[src/rtl/uart_tx_fifo_if.sv]
// Write-side bundle for uart_tx_fifo: host pushes bytes,
// block reports occupancy and activity.
interface uart_tx_fifo_if #(
  parameter int FIFO_AW = 4
);
  logic [7:0]       wr_data;
  logic             wr_en;
  logic             full;
  logic [FIFO_AW:0] fifo_count;
  logic             busy;

  modport master (
    output wr_data, wr_en,
    input  full, fifo_count, busy
  );

  modport slave (
    input  wr_data, wr_en,
    output full, fifo_count, busy
  );
endinterface

[src/rtl/uart_tx_fifo.sv]
// Buffered 8N1 UART transmitter: byte FIFO in front of an
// LSB-first serialiser running off a per-bit baud counter.
module uart_tx_fifo #(
  parameter int BIT_PERIOD = 434,
  parameter int FIFO_AW    = 4,
  parameter int STOP_BITS  = 1
) (
  input  logic          clock,
  input  logic          reset,
  uart_tx_fifo_if.slave wr_if,
  output logic          dce_txd
);

  localparam int DEPTH = 2 ** FIFO_AW;
  localparam int CNT_W = FIFO_AW + 1;

  localparam logic [9:0] BAUD_LAST = 10'(BIT_PERIOD - 1);
  localparam logic [2:0] STOP_LAST = 3'(STOP_BITS - 1);
  localparam logic [CNT_W-1:0] CNT_ONE  = CNT_W'(1);
  localparam logic [CNT_W-1:0] CNT_FULL = CNT_W'(DEPTH);
  localparam logic [FIFO_AW-1:0] PTR_ONE = FIFO_AW'(1);

  typedef enum logic [1:0] {
    IDLE,
    START,
    DATA,
    STOP
  } state_e;

  state_e state_q, state_d;

  logic [7:0]         mem_q [DEPTH];
  logic [FIFO_AW-1:0] wr_ptr_q, wr_ptr_d;
  logic [FIFO_AW-1:0] rd_ptr_q, rd_ptr_d;
  logic [CNT_W-1:0]   cnt_q, cnt_d;
  logic [9:0]         baud_q, baud_d;
  logic [2:0]         bit_q, bit_d;
  logic [7:0]         shift_q, shift_d;
  logic               txd_q, txd_d;
  logic               busy_q, busy_d;

  logic full;
  logic push;
  logic pop;
  logic wrap;

  assign full = (cnt_q == CNT_FULL);
  assign push = wr_if.wr_en && !full;
  assign wrap = (baud_q == BAUD_LAST);

  assign wr_if.full       = full;
  assign wr_if.fifo_count = cnt_q;
  assign wr_if.busy       = busy_q;
  assign dce_txd          = txd_q;

  always_comb begin
    state_d = state_q;
    baud_d  = baud_q;
    bit_d   = bit_q;
    shift_d = shift_q;
    pop     = 1'b0;
    unique case (state_q)
      IDLE: begin
        baud_d = '0;
        bit_d  = '0;
        if (cnt_q != '0) begin
          pop     = 1'b1;
          shift_d = mem_q[rd_ptr_q];
          state_d = START;
        end
      end
      START: begin
        baud_d = wrap ? '0 : baud_q + 10'd1;
        if (wrap) begin
          bit_d   = '0;
          state_d = DATA;
        end
      end
      DATA: begin
        baud_d = wrap ? '0 : baud_q + 10'd1;
        if (wrap) begin
          shift_d = {1'b0, shift_q[7:1]};
          if (bit_q == 3'd7) begin
            bit_d   = '0;
            state_d = STOP;
          end else begin
            bit_d = bit_q + 3'd1;
          end
        end
      end
      STOP: begin
        baud_d = wrap ? '0 : baud_q + 10'd1;
        if (wrap) begin
          if (bit_q == STOP_LAST) begin
            bit_d = '0;
            // chain straight into the next start bit
            if (cnt_q != '0) begin
              pop     = 1'b1;
              shift_d = mem_q[rd_ptr_q];
              state_d = START;
            end else begin
              state_d = IDLE;
            end
          end else begin
            bit_d = bit_q + 3'd1;
          end
        end
      end
      default: state_d = IDLE;
    endcase
  end

  always_comb begin
    txd_d = 1'b1;
    unique case (state_q)
      IDLE:    txd_d = 1'b1;
      START:   txd_d = 1'b0;
      DATA:    txd_d = shift_q[0];
      STOP:    txd_d = 1'b1;
      default: txd_d = 1'b1;
    endcase
  end

  always_comb begin
    wr_ptr_d = push ? wr_ptr_q + PTR_ONE : wr_ptr_q;
    rd_ptr_d = pop ? rd_ptr_q + PTR_ONE : rd_ptr_q;
    cnt_d    = cnt_q;
    case ({push, pop})
      2'b10:   cnt_d = cnt_q + CNT_ONE;
      2'b01:   cnt_d = cnt_q - CNT_ONE;
      default: cnt_d = cnt_q;
    endcase
    busy_d = (state_d != IDLE) || (cnt_d != '0);
  end

  always_ff @(posedge clock) begin
    if (reset) begin
      state_q  <= IDLE;
      wr_ptr_q <= '0;
      rd_ptr_q <= '0;
      cnt_q    <= '0;
      baud_q   <= '0;
      bit_q    <= '0;
      shift_q  <= '0;
      txd_q    <= 1'b1;
      busy_q   <= 1'b0;
    end else begin
      state_q  <= state_d;
      wr_ptr_q <= wr_ptr_d;
      rd_ptr_q <= rd_ptr_d;
      cnt_q    <= cnt_d;
      baud_q   <= baud_d;
      bit_q    <= bit_d;
      shift_q  <= shift_d;
      txd_q    <= txd_d;
      busy_q   <= busy_d;
    end
  end

  always_ff @(posedge clock) begin
    if (!reset && push) begin
      mem_q[wr_ptr_q] <= wr_if.wr_data;
    end
  end

endmodule

[src/flat_wrapper.sv]
// flat-port wrapper written by rule: the top's interface ports become plain ports
module uart_tx_fifo_flat 
#(
  parameter int BIT_PERIOD = 434,
  parameter int FIFO_AW    = 4,
  parameter int STOP_BITS  = 1
)
  (clock, reset, dce_txd, wr_if_wr_data, wr_if_wr_en, wr_if_full, wr_if_fifo_count, wr_if_busy);
  uart_tx_fifo_if #(.FIFO_AW(FIFO_AW)) wr_if_i ();
  input  logic clock;
  input  logic reset;
  output logic dce_txd;
  input wire logic [$bits(wr_if_i.wr_data)-1:0] wr_if_wr_data;
  input wire logic [$bits(wr_if_i.wr_en)-1:0] wr_if_wr_en;
  output wire logic [$bits(wr_if_i.full)-1:0] wr_if_full;
  output wire logic [$bits(wr_if_i.fifo_count)-1:0] wr_if_fifo_count;
  output wire logic [$bits(wr_if_i.busy)-1:0] wr_if_busy;
  assign wr_if_i.wr_data = wr_if_wr_data;
  assign wr_if_i.wr_en = wr_if_wr_en;
  assign wr_if_full = wr_if_i.full;
  assign wr_if_fifo_count = wr_if_i.fifo_count;
  assign wr_if_busy = wr_if_i.busy;
  uart_tx_fifo #(.BIT_PERIOD(BIT_PERIOD), .FIFO_AW(FIFO_AW), .STOP_BITS(STOP_BITS)) u_core (.clock(clock), .reset(reset), .wr_if(wr_if_i), .dce_txd(dce_txd));
endmodule
[config.mk]
export PLATFORM = sky130hd
export DESIGN_NAME = uart_tx_fifo_flat
export DESIGN_NICKNAME = d
export VERILOG_FILES = /design/src/rtl/uart_tx_fifo_if.sv /design/src/rtl/uart_tx_fifo.sv /design/src/flat_wrapper.sv
export SDC_FILE = /design/constraint.sdc
export NUM_CORES = 1
export LEC_CHECK = 0
export ABC_AREA = 1
export CAP_MARGIN = 15
export CELL_PAD_IN_SITES_DETAIL_PLACEMENT = 0
export CELL_PAD_IN_SITES_GLOBAL_PLACEMENT = 1
export CORE_ASPECT_RATIO = 0.7
export CORE_UTILIZATION = 44
export CTS_CLUSTER_DIAMETER = 200
export CTS_CLUSTER_SIZE = 12
export DETAILED_ROUTE_END_ITERATION = 12
export PLACE_DENSITY = 0.83
export SLEW_MARGIN = 20
export SYNTH_ARGS = -nofsm -noshare
export SYNTH_HDL_FRONTEND = slang
export SYNTH_SLANG_ARGS = --single-unit
[constraint.sdc]
create_clock -name clock -period 2.53 [get_ports clock]
set_input_delay 0.506 -clock clock [delete_from_list [all_inputs] [get_ports clock]]
set_output_delay 0.506 -clock clock [all_outputs]
set_load 0.05 [all_outputs]
== Yosys cells after proc, flatten, opt, wreduce, memory -nomap -nowiden ==
Memories as Yosys holds them, arrays and structs flattened. A register that Yosys moved wholly into a read port is not among the register bits.
Index checks and enable logic that the tools add are counted.
Word-level totals
  register bits after elaboration: 38
  bits in writable memories: 128
  output and inout port bits: 8
  memories: 1
Operators by class
  $add $sub $neg: 6
  eq/ne operators: 12
  muxes and demuxes: 31
  reduce and logical (&&, ||, !) cells: 15
Memories
  u_core.mem_q: words 16, width 8, read ports 1, clocked after Yosys merged registers in 1, write ports 1, RTL line uart_tx_fifo.sv:32  | logic [7:0] mem_q [DEPTH];
Operators by type and width (count)
  two-way mux 8 bit: 4
  case mux 8 bit (3 select lines): 1
  case mux 10 bit (2 select lines): 1
  two-way mux 3 bit: 5
  two-way mux 2 bit: 6
  case mux 3 bit (4 select lines): 1
  adder 10 x 1 -> 10 bit (second input constant): 1
  == test 10 x 9 -> 1 bit (second input constant): 1
  two-way mux 10 bit: 1
  case mux 5 bit (2 select lines): 1
  nonzero test 5 bit: 2
  adder 4 x 1 -> 4 bit (second input constant): 2
  two-way mux 4 bit: 2
  != test 2 x 1 -> 1 bit (second input constant): 4
  case mux 2 bit (4 select lines): 1
  == test 2 bit (second input constant): 3
  two-way mux 1 bit: 6
  adder 5 x 1 -> 5 bit (second input constant): 1
  == test 5 bit (second input constant): 1
  subtractor 5 x 1 -> 5 bit (second input constant): 1
  == test 2 x 1 -> 1 bit (second input constant): 2
  AND reduction 4 bit: 1
  adder 3 x 1 -> 3 bit (second input constant): 1
  == test 3 bit (second input constant): 1
  12 further kinds: 14

== Logic depth before layout (Yosys ltp) ==
Gate-level depths: netlist (run 1).
  depth in word-level cells: 9
  mapped depth: 25
  gate-level depth less buffers: 25

== Least setup slack after synthesis (run 1) ==
No wires, ideal clock.
  kind: reg2reg
  start point: register u_core.cnt_q[2] (netlist: u_core.wr_if.fifo_count[2])
  end point: register u_core.busy_q (netlist: u_core.wr_if.busy)
  setup time: 0.130 ns
  data arrival time: 2.803 ns
  slack: -0.403 ns
  cell stages (with the launch flop): 24
  buffers on the path: 0
  period minus slack after synthesis: 2.933 ns
  path through: dfxtp_1 inv_1 nand4_2 nand2_1 nor2_1 inv_1 a21oi_4 ha_1 inv_1 nand2_1 nand2_1 ha_1 inv_1 nand2_1 nand3_1 nand2_1 nand2_1 nand2_1 nand2_1 nand2_1 nor2_1 nand2_1 nor2_1 nor2_1
On the way
  word-level cells in the longest chain between the ends: 9
  elaborated cells on any way between the ends: 21
  those cells by class: add/sub: 2; eq/ne: 3; mux: 10; reduce/logical: 6
Ends and longest elaborated chain
  start: declaration: RTL line uart_tx_fifo.sv:35  | logic [CNT_W-1:0] cnt_q, cnt_d;
  start signal: assignment: RTL line uart_tx_fifo.sv:151  | cnt_q <= cnt_d;
  nonzero test 5 bit: RTL line uart_tx_fifo.sv:66, uart_tx_fifo.sv:97
  two-way mux 1 bit: RTL line uart_tx_fifo.sv:66, uart_tx_fifo.sv:97
  two-way mux 1 bit: RTL line uart_tx_fifo.sv:94  | if (bit_q == STOP_LAST) begin
  two-way mux 1 bit: RTL line uart_tx_fifo.sv:93  | if (wrap) begin
  case mux 1 bit (2 select lines): RTL line uart_tx_fifo.sv:62  | unique case (state_q)
  == test 2 x 1 -> 1 bit or == test 2 bit (tied branches): RTL line uart_tx_fifo.sv:128  | case ({push, pop})
  case mux 5 bit (2 select lines): RTL line uart_tx_fifo.sv:128
  nonzero test 5 bit: RTL line uart_tx_fifo.sv:133  | busy_d = (state_d != IDLE) || (cnt_d != '0);
  logical OR 1 bit *: RTL line uart_tx_fifo.sv:133
  end signal: assignment: RTL line uart_tx_fifo.sv:156  | busy_q <= busy_d;
  end: declaration: RTL line uart_tx_fifo.sv:40  | logic busy_q, busy_d;
Mark *: on every way between the ends. The rest lies on a longest branch, timed or not.
A chain may end at the register's enable or synchronous reset.

== Worst setup path after layout (run 1) ==
  start point: register u_core.bit_q[0]
  end point: register u_core.busy_q (netlist: u_core.wr_if.busy)
On the way
  word-level cells in the longest chain between the ends: 8
  elaborated cells on any way between the ends: 16
  those cells by class: eq/ne: 3; mux: 9; reduce/logical: 4
Ends and longest elaborated chain
  start: declaration: RTL line uart_tx_fifo.sv:37  | logic [2:0] bit_q, bit_d;
  start signal: assignment: RTL line uart_tx_fifo.sv:153  | bit_q <= bit_d;
  logical NOT 3 bit: RTL line uart_tx_fifo.sv:94
  two-way mux 1 bit: RTL line uart_tx_fifo.sv:94
  two-way mux 1 bit: RTL line uart_tx_fifo.sv:93
  case mux 1 bit (2 select lines): RTL line uart_tx_fifo.sv:62
  == test 2 x 1 -> 1 bit or == test 2 bit (tied branches): RTL line uart_tx_fifo.sv:128
  case mux 5 bit (2 select lines): RTL line uart_tx_fifo.sv:128
  nonzero test 5 bit: RTL line uart_tx_fifo.sv:133
  logical OR 1 bit *: RTL line uart_tx_fifo.sv:133
Marked as above.

==> results.py, run 1 <==
metrics = {
    "timing": {
        "slew_viol_final": 0,
        "setup_viol_count_final": 1,
        "fin_skew_ps": 11.8,
        "rsz0062_at_grt": "true",
        "fin_crit_sh": 1.02,
        "fin_crit_ps": 2590,
        "tightest_slew_ps": 761,
        "fin_ws_ps": -61.7,
        "hold_violations": 0,
        "fmax_ghz": 0.386,
        "relSlewSlack": 0.491,
    },
    "global_route": {
        "gr-total-overflow": 0,
        "grt_use_total": 0.201,
        "grt_pass1_wl_um": 26200,
        "grt_pass1_vias": 5014,
        "grt_max_degree": 50,
        "antenna_found_initial": 0,
    },
    "drt": {
        "vias": 5230,
        "wire_per_inst_um": 15.5,
        "drt_first_pass_iters": 5,
        "drt_wl_total_um": 16000,
        "drt_iter0_markers": 502,
        "drc": 0,
        "ant_nets": 0,
        "vias_per_cell": 5.08,
    },
    "final_layout": {
        "drive_gt1_frac": 0.163,
        "n_antenna_cell": 0,
        "final_cell_mix": "edfxtp_1 (128), nand2_1 (102), inv_1 (98)",
        "mostFrequentLayoutCell": "edfxtp_1",
        "fill_cells": 1367,
        "syn_to_final_growth_pct": 19.4,
        "nets": 821,
        "fin_cells": 1030,
    },
    "setup_path": {
        "crit_fanout": 5,
        "slowest_stage": "dfxtp_2",
        "end_kind": "flop",
        "slowest_delay_ps": 320,
        "cp.arrival_ps": 2900,
        "r2r_cells": 22,
        "worstSetupPathType": "flop to flop",
        "start_kind": "flop",
        "r2r_slack_ps": -60,
        "crit_top_cell": "nand2_1",
        "path_cells": "inv_2 > ha_4 > inv_2 > nor2_4 > nand4_1 > nor2_2 > inv_2 > a21oi_4 > ha_4 > buf_4 > buf_4 > nand2_1 > nand2_2 > nand3_2 > nand2_1 > nand2_1 > nand3_2 > nand2_1 > nor2_2 > nand2_1 > nor2_2 > nor2_1",
        "required_ps": 2840,
    },
    "synthesis": {
        "syn_inst": 735,
        "synth_nets": 764,
        "synth_cell_types": 31,
        "syn_area_um2": 7470,
        "synth-warning-count": 0,
        "ys_ff_latch": 170,
        "ys_seq_area_frac": 0.627,
        "synth.avg_cell_area_um2": 10.2,
    },
    "power_and_ir_drop": {
        "p_comb_frac": 0.327,
        "p_leak_uw": 0.00341,
        "power.switching_uw": 3100,
        "clkPwrFrac": 0.277,
        "p_int_uw": 5640,
        "power.total_uw": 8740,
        "p_sw_frac": 0.354,
        "ir_worst_vdd_uv": 539,
        "power_density_nw_per_um2": 980,
        "p_seq_frac": 0.396,
    },
    "floorplan": {
        "coreArea_um2": 16400,
        "die_w_um": 158,
        "dieArea_um2": 17500,
        "initial_core_util": 0.454,
        "num_rows": 39,
        "die_h_um": 111,
        "io_pins": 19,
    },
    "place": {
        "gp_congestion": 0.848,
        "place_inst": 992,
        "dpl.hpwl_um": 10600,
        "portBuffers": 18,
    },
    "clock_network": {
        "cts_buffer_depth": 2,
        "insertion_delay_ps": 430,
        "cts-root-buf": "clkbuf_16",
        "numCtsBuffers": 17,
        "ctsHtreeMaxLevel": 4,
        "path_clk_slew_ps": 70,
        "cts_tree": "yes",
        "clock_sinks": 170,
        "ctsHoldBuffers": 0,
    },
    "outcome": {
        "violations": "negative setup slack",
        "outcome": "complete, but fails checks",
    },
    "min_path": {
        "hold_path_depth": 2,
        "hp-class": "flop to flop",
    },
    "run": {
        "drv_cap": 0,
    },
}
## cell families after synthesis
| kind of cell | after synthesis | synth area share |
|---|---|---|
| buf+inv | 136 | 0.0710 |
| xor+xnor | 6 | 0.00704 |
| flops | 170 | 0.627 |
| fa+ha+maj | 18 | 0.0302 |
| compound gates | 141 | 0.112 |
| simple gates | 264 | 0.152 |
## power by group through the flow
| stage | combinational [uW] | sequential (uW) | clock (uW) |
|---|---|---|---|
| global placement | 2580 | 3500 | 0 |
| floorplan | 1850 | 3480 | 0 |
| CTS | 2760 | 3460 | 2460 |
| global route | 3190 | 3500 | 2580 |
| finish | 2860 | 3460 | 2420 |
| detailed placement | 2660 | 3510 | 0 |
## Yosys cell counts, drive strengths merged
| library cell | number | area share |
|---|---|---|
| nor3b | 3 | 0.0030 |
| a21oi | 56 | 0.040 |
| nand2 | 112 | 0.057 |
| edfxtp | 128 | 0.51 |
| inv | 105 | 0.053 |
| o2111ai | 1 | 0.0035 |
| nand4 | 5 | 0.0050 |
| clkbuf | 16 | 0.0080 |
| o211ai | 32 | 0.032 |
| ha | 18 | 0.030 |
| xnor2 | 2 | 0.0023 |
| nand3 | 75 | 0.051 |
| o21ai | 47 | 0.032 |
| a211oi | 2 | 0.0020 |
| o21bai | 2 | 0.0020 |
| nor2 | 66 | 0.034 |
| and3 | 1 | 0.00084 |
| buf | 15 | 0.010 |
| nor3 | 2 | 0.0013 |
| dfxtp | 42 | 0.11 |
| a31oi | 1 | 0.00084 |
| xor2 | 4 | 0.0047 |
## sequential cells by signal (all words and copies together) (netlist names), named ones only
register,cells
u_core.shift_q,8
u_core.mem_q,128
u_core.state_q,2
u_core.bit_q,3
u_core.rd_ptr_q,4
u_core.wr_ptr_q,4
u_core.baud_q,10
u_core.wr_if.busy,1
u_core.wr_if.fifo_count,5
u_core.dce_txd,1
## final cells by class
cell class / instances / area, um^2 / share of cell area
Timing Repair Buffer: 69 / 591 / 0.0663
Clock inverter: 14 / 126 / 0.0142
Multi-Input combinational cell: 429 / 2380 / 0.267
Clock buffer: 18 / 429 / 0.0481
Sequential cell: 170 / 4710 / 0.529
Tap cell: 225 / 282 / 0.0316
Inverter: 105 / 397 / 0.0445
## worst paths after layout
path | from | endpoint
min reg2reg | u_core.shift_q[1]$_SDFFE_PP0P_ | u_core.shift_q[1]$_SDFFE_PP0P_
min | u_core.shift_q[1]$_SDFFE_PP0P_ | u_core.shift_q[1]$_SDFFE_PP0P_
max reg2reg | u_core.bit_q[0]$_SDFFE_PP0P_ | u_core.wr_if.busy$_SDFF_PP0_
max | u_core.bit_q[0]$_SDFFE_PP0P_ | u_core.wr_if.busy$_SDFF_PP0_
## what timing repair did
action / 4_1_cts / 5_1_grt
hold endpoints to repair: 0 / 0
setup buffers: 4 / 2
resized for setup: 16 / 15
pin swaps: 17 / 13
endpoints found under the setup margin: 1 / 4
## per-stage QoR
stage / setup WS [ps] / instance area [um^2] / hold slack [ps] / TNS (ps) / utilization
floorplan: 0.421 / 7530 / 436 / 0 / -
global placement: -35.0 / 8220 / 454 / -35.0 / 0.500
detailed placement: -181 / 8220 / 458 / -181 / 0.500
CTS: -24.3 / 8850 / 468 / -24.3 / 0.538
global route: -263 / 8910 / 494 / -317 / 0.542
finish: -61.7 / 8910 / 466 / -61.7 / 0.542
## metal layers
metal | track usage | vias to the layer above | share of wire
li1 | - | 2612 | -
met4 | 0.0738 | 0 | 0.017
met2 | 0.295 | 156 | 0.44
met5 | 0 | - | 0
met1 | 0.296 | 2440 | 0.48
met3 | 0.0367 | 22 | 0.059
## critical path: cells and delay by family, from the launching register on
kind | cells | cell delay [ps]
and+or+nand+nor | 14 | 1270
adders and majority gates | 2 | 320
AOI/OAI and AO/OA | 1 | 170
DFF | 1 | 320
buffers and inverters | 5 | 390
No activity file was read; power rests on OpenSTA's default activity.
==> run 2, diff against run 1 <==
--- a/config.mk
+++ b/config.mk
@@ -14,8 +14,10 @@
 export CTS_CLUSTER_DIAMETER = 200
 export CTS_CLUSTER_SIZE = 12
 export DETAILED_ROUTE_END_ITERATION = 12
+export HOLD_SLACK_MARGIN = 0.03
 export PLACE_DENSITY = 0.83
 export SLEW_MARGIN = 20
 export SYNTH_ARGS = -nofsm -noshare
 export SYNTH_HDL_FRONTEND = slang
 export SYNTH_SLANG_ARGS = --single-unit
+export TNS_END_PERCENT = 1
==> run 2 against run 1 <==
  * The flow still finishes with violations (negative setup slack)
  * Count of clock-buffer cells in the layout unchanged
  * Sequential cell count unchanged
  * Utilization unchanged
  * Sequential power about the same
  * First-iteration DRC count increased by 2.0%
  * Via count increased by 0.42%
  * Cell count unchanged
  * Cell area unchanged
  * Sequential share of layout area unchanged
  * Combinational power about the same
  * Non-clock buffer count unchanged
  * Critical path depth unchanged
  * Largest cell class unchanged
==> results.py, run 2 (synthesized netlist as in run 1, its figures left out) <==
metrics = {
    "setup_path": {
        "end_kind": "flop",
        "rr_endpoint": "u_core.wr_if.busy$_SDFF_PP0_",
        "r2r_slack_ps": -50,
        "r2r_cells": 22,
        "rr_startpoint": "u_core.bit_q[0]$_SDFFE_PP0P_",
        "required_ps": 2840,
        "cp.arrival_ps": 2890,
        "crit_fanout": 5,
        "start_kind": "flop",
        "worstSetupPathType": "flop to flop",
    },
    "clock_network": {
        "ctsHtreeMaxLevel": 4,
        "path_clk_slew_ps": 70,
        "numCtsBuffers": 17,
        "cts-root-buf": "clkbuf_16",
        "clock_sinks": 170,
        "insertion_delay_ps": 430,
        "cts_tree": "yes",
        "ctsHoldBuffers": 0,
        "cts_buffer_depth": 2,
    },
    "floorplan": {
        "num_rows": 39,
        "dieArea_um2": 17500,
        "die_w_um": 158,
        "coreArea_um2": 16400,
        "initial_core_util": 0.454,
        "die_h_um": 111,
        "io_pins": 19,
    },
    "timing": {
        "rsz0062_at_grt": "true",
        "fin_crit_sh": 1.02,
        "setup_viol_count_final": 1,
        "hold_violations": 0,
        "fin_crit_ps": 2580,
        "tightest_slew_ps": 714,
        "slew_viol_final": 0,
        "fin_skew_ps": 12.1,
        "relSlewSlack": 0.522,
        "fin_ws_ps": -54.4,
        "fmax_ghz": 0.387,
    },
    "place": {
        "portBuffers": 18,
        "post-place-ws_ps": -181,
        "place_inst": 992,
        "dpl.hpwl_um": 10600,
        "dpl_cell_area_um2": 8220,
        "gp_congestion": 0.848,
    },
    "final_layout": {
        "drive_gt1_frac": 0.163,
        "mostFrequentLayoutCell": "edfxtp_1",
        "n_antenna_cell": 0,
        "fin_cells": 1030,
        "fill_cells": 1367,
        "final_cell_mix": "edfxtp_1 (128), nand2_1 (102), inv_1 (98)",
        "largest_register_ffs": 128,
        "nets": 821,
        "design_area_um2": 8910,
        "largest-register": "u_core.mem_q",
        "syn_to_final_growth_pct": 19.4,
        "reg_top3": "u_core.mem_q (128), u_core.baud_q (10), u_core.shift_q (8)",
    },
    "drt": {
        "drt_first_pass_iters": 5,
        "drc": 0,
        "vias": 5252,
        "drt_iter0_markers": 512,
        "ant_nets": 0,
        "vias_per_cell": 5.10,
        "wire_per_inst_um": 15.6,
        "drt_wl_total_um": 16100,
    },
    "power_and_ir_drop": {
        "ir_worst_vdd_uv": 539,
        "power_density_nw_per_um2": 982,
        "p_leak_uw": 0.00341,
        "power.total_uw": 8750,
    },
    "global_route": {
        "grt_max_degree": 50,
        "gr-total-overflow": 0,
        "antenna_found_initial": 0,
        "grt_pass1_wl_um": 26200,
        "grt_use_total": 0.201,
        "grt_pass1_vias": 5014,
    },
    "min_path": {
        "hold_path_end": "u_core.shift_q[1]$_SDFFE_PP0P_",
        "hold_path_depth": 2,
        "hp-start": "u_core.shift_q[1]$_SDFFE_PP0P_",
        "hp-class": "flop to flop",
    },
    "outcome": {
        "outcome": "complete, but fails checks",
        "violations": "negative setup slack",
    },
    "run": {
        "drv_cap": 0,
    },
}
==> run 2: cell counts in the layout (fill, tap and decap cells not counted) <==
No cell type changed its count.
==> run 2: layer usage <==
metal  vias to the layer above  GRT usage  part of all wire
met5                         -          0                 0
met4                         0     0.0738             0.016
met3                        24     0.0367             0.057
met2                       164      0.295              0.44
met1                      2450      0.296              0.48
li1                       2614          -                 -
==> run 2: what timing repair did <==
item                       CTS  global route
pin swaps                   17            13
setup endpoints to repair    1             4
resized for setup           16            15
setup buffers                4             2
==> run 2: area by class of cell <==
type | instances | area (um^2) | area share
sequential | 170 | 4710 | 0.529
multi-input combinational | 429 | 2380 | 0.267
timing repair buffer | 69 | 591 | 0.0663
clock buffer | 18 | 429 | 0.0481
inverter | 105 | 397 | 0.0445
tap | 225 | 282 | 0.0316
clock inverter | 14 | 126 | 0.0142
==> run 2: where the power goes <==
part           switching [uW]  internal, uW
registers                 263          3200
clock network            1070          1360
logic                    1770          1090
==> run 2: worst max path at each step <==
stage | start | end | slack (ps) | depth (start not counted)
2_1_floorplan | u_core.baud_q[1]$_SDFF_PP0_ | u_core.wr_if.busy$_SDFF_PP0_ | 0.4 | 25
3_3_place_gp | u_core.baud_q[1]$_SDFF_PP0_ | u_core.wr_if.busy$_SDFF_PP0_ | -40 | 25
3_5_place_dp | u_core.bit_q[0]$_SDFFE_PP0P_ | u_core.wr_if.busy$_SDFF_PP0_ | -180 | 25
4_1_cts | u_core.bit_q[0]$_SDFFE_PP0P_ | u_core.wr_if.busy$_SDFF_PP0_ | -20 | 25
5_1_grt | u_core.bit_q[0]$_SDFFE_PP0P_ | u_core.wr_if.busy$_SDFF_PP0_ | -260 | 22
6_report | u_core.bit_q[0]$_SDFFE_PP0P_ | u_core.wr_if.busy$_SDFF_PP0_ | -50 | 22
==> run 2: metrics by stage <==
stage | utilization | setup TNS (ps) | hold WS, ps
floorplan | - | 0 | 436
global placement | 0.500 | -35.0 | 454
detailed placement | 0.500 | -181 | 458
CTS | 0.538 | -24.3 | 468
global route | 0.542 | -317 | 494
finish | 0.542 | -54.4 | 465
==> run 2: worst max-delay path, stage by stage, from the launching register on <==
cell and delay [ps]:
dfxtp_2 320, inv_2 80, ha_4 140, inv_2 40, nor2_4 80, nand4_1 140
nor2_2 170, inv_2 60, a21oi_4 170, ha_4 180, buf_4 110, buf_4 100
nand2_1 60, nand2_2 130, nand3_2 90, nand2_1 70, nand2_1 60, nand3_2 70
nand2_1 60, nor2_2 100, nand2_1 70, nor2_2 110, nor2_1 50
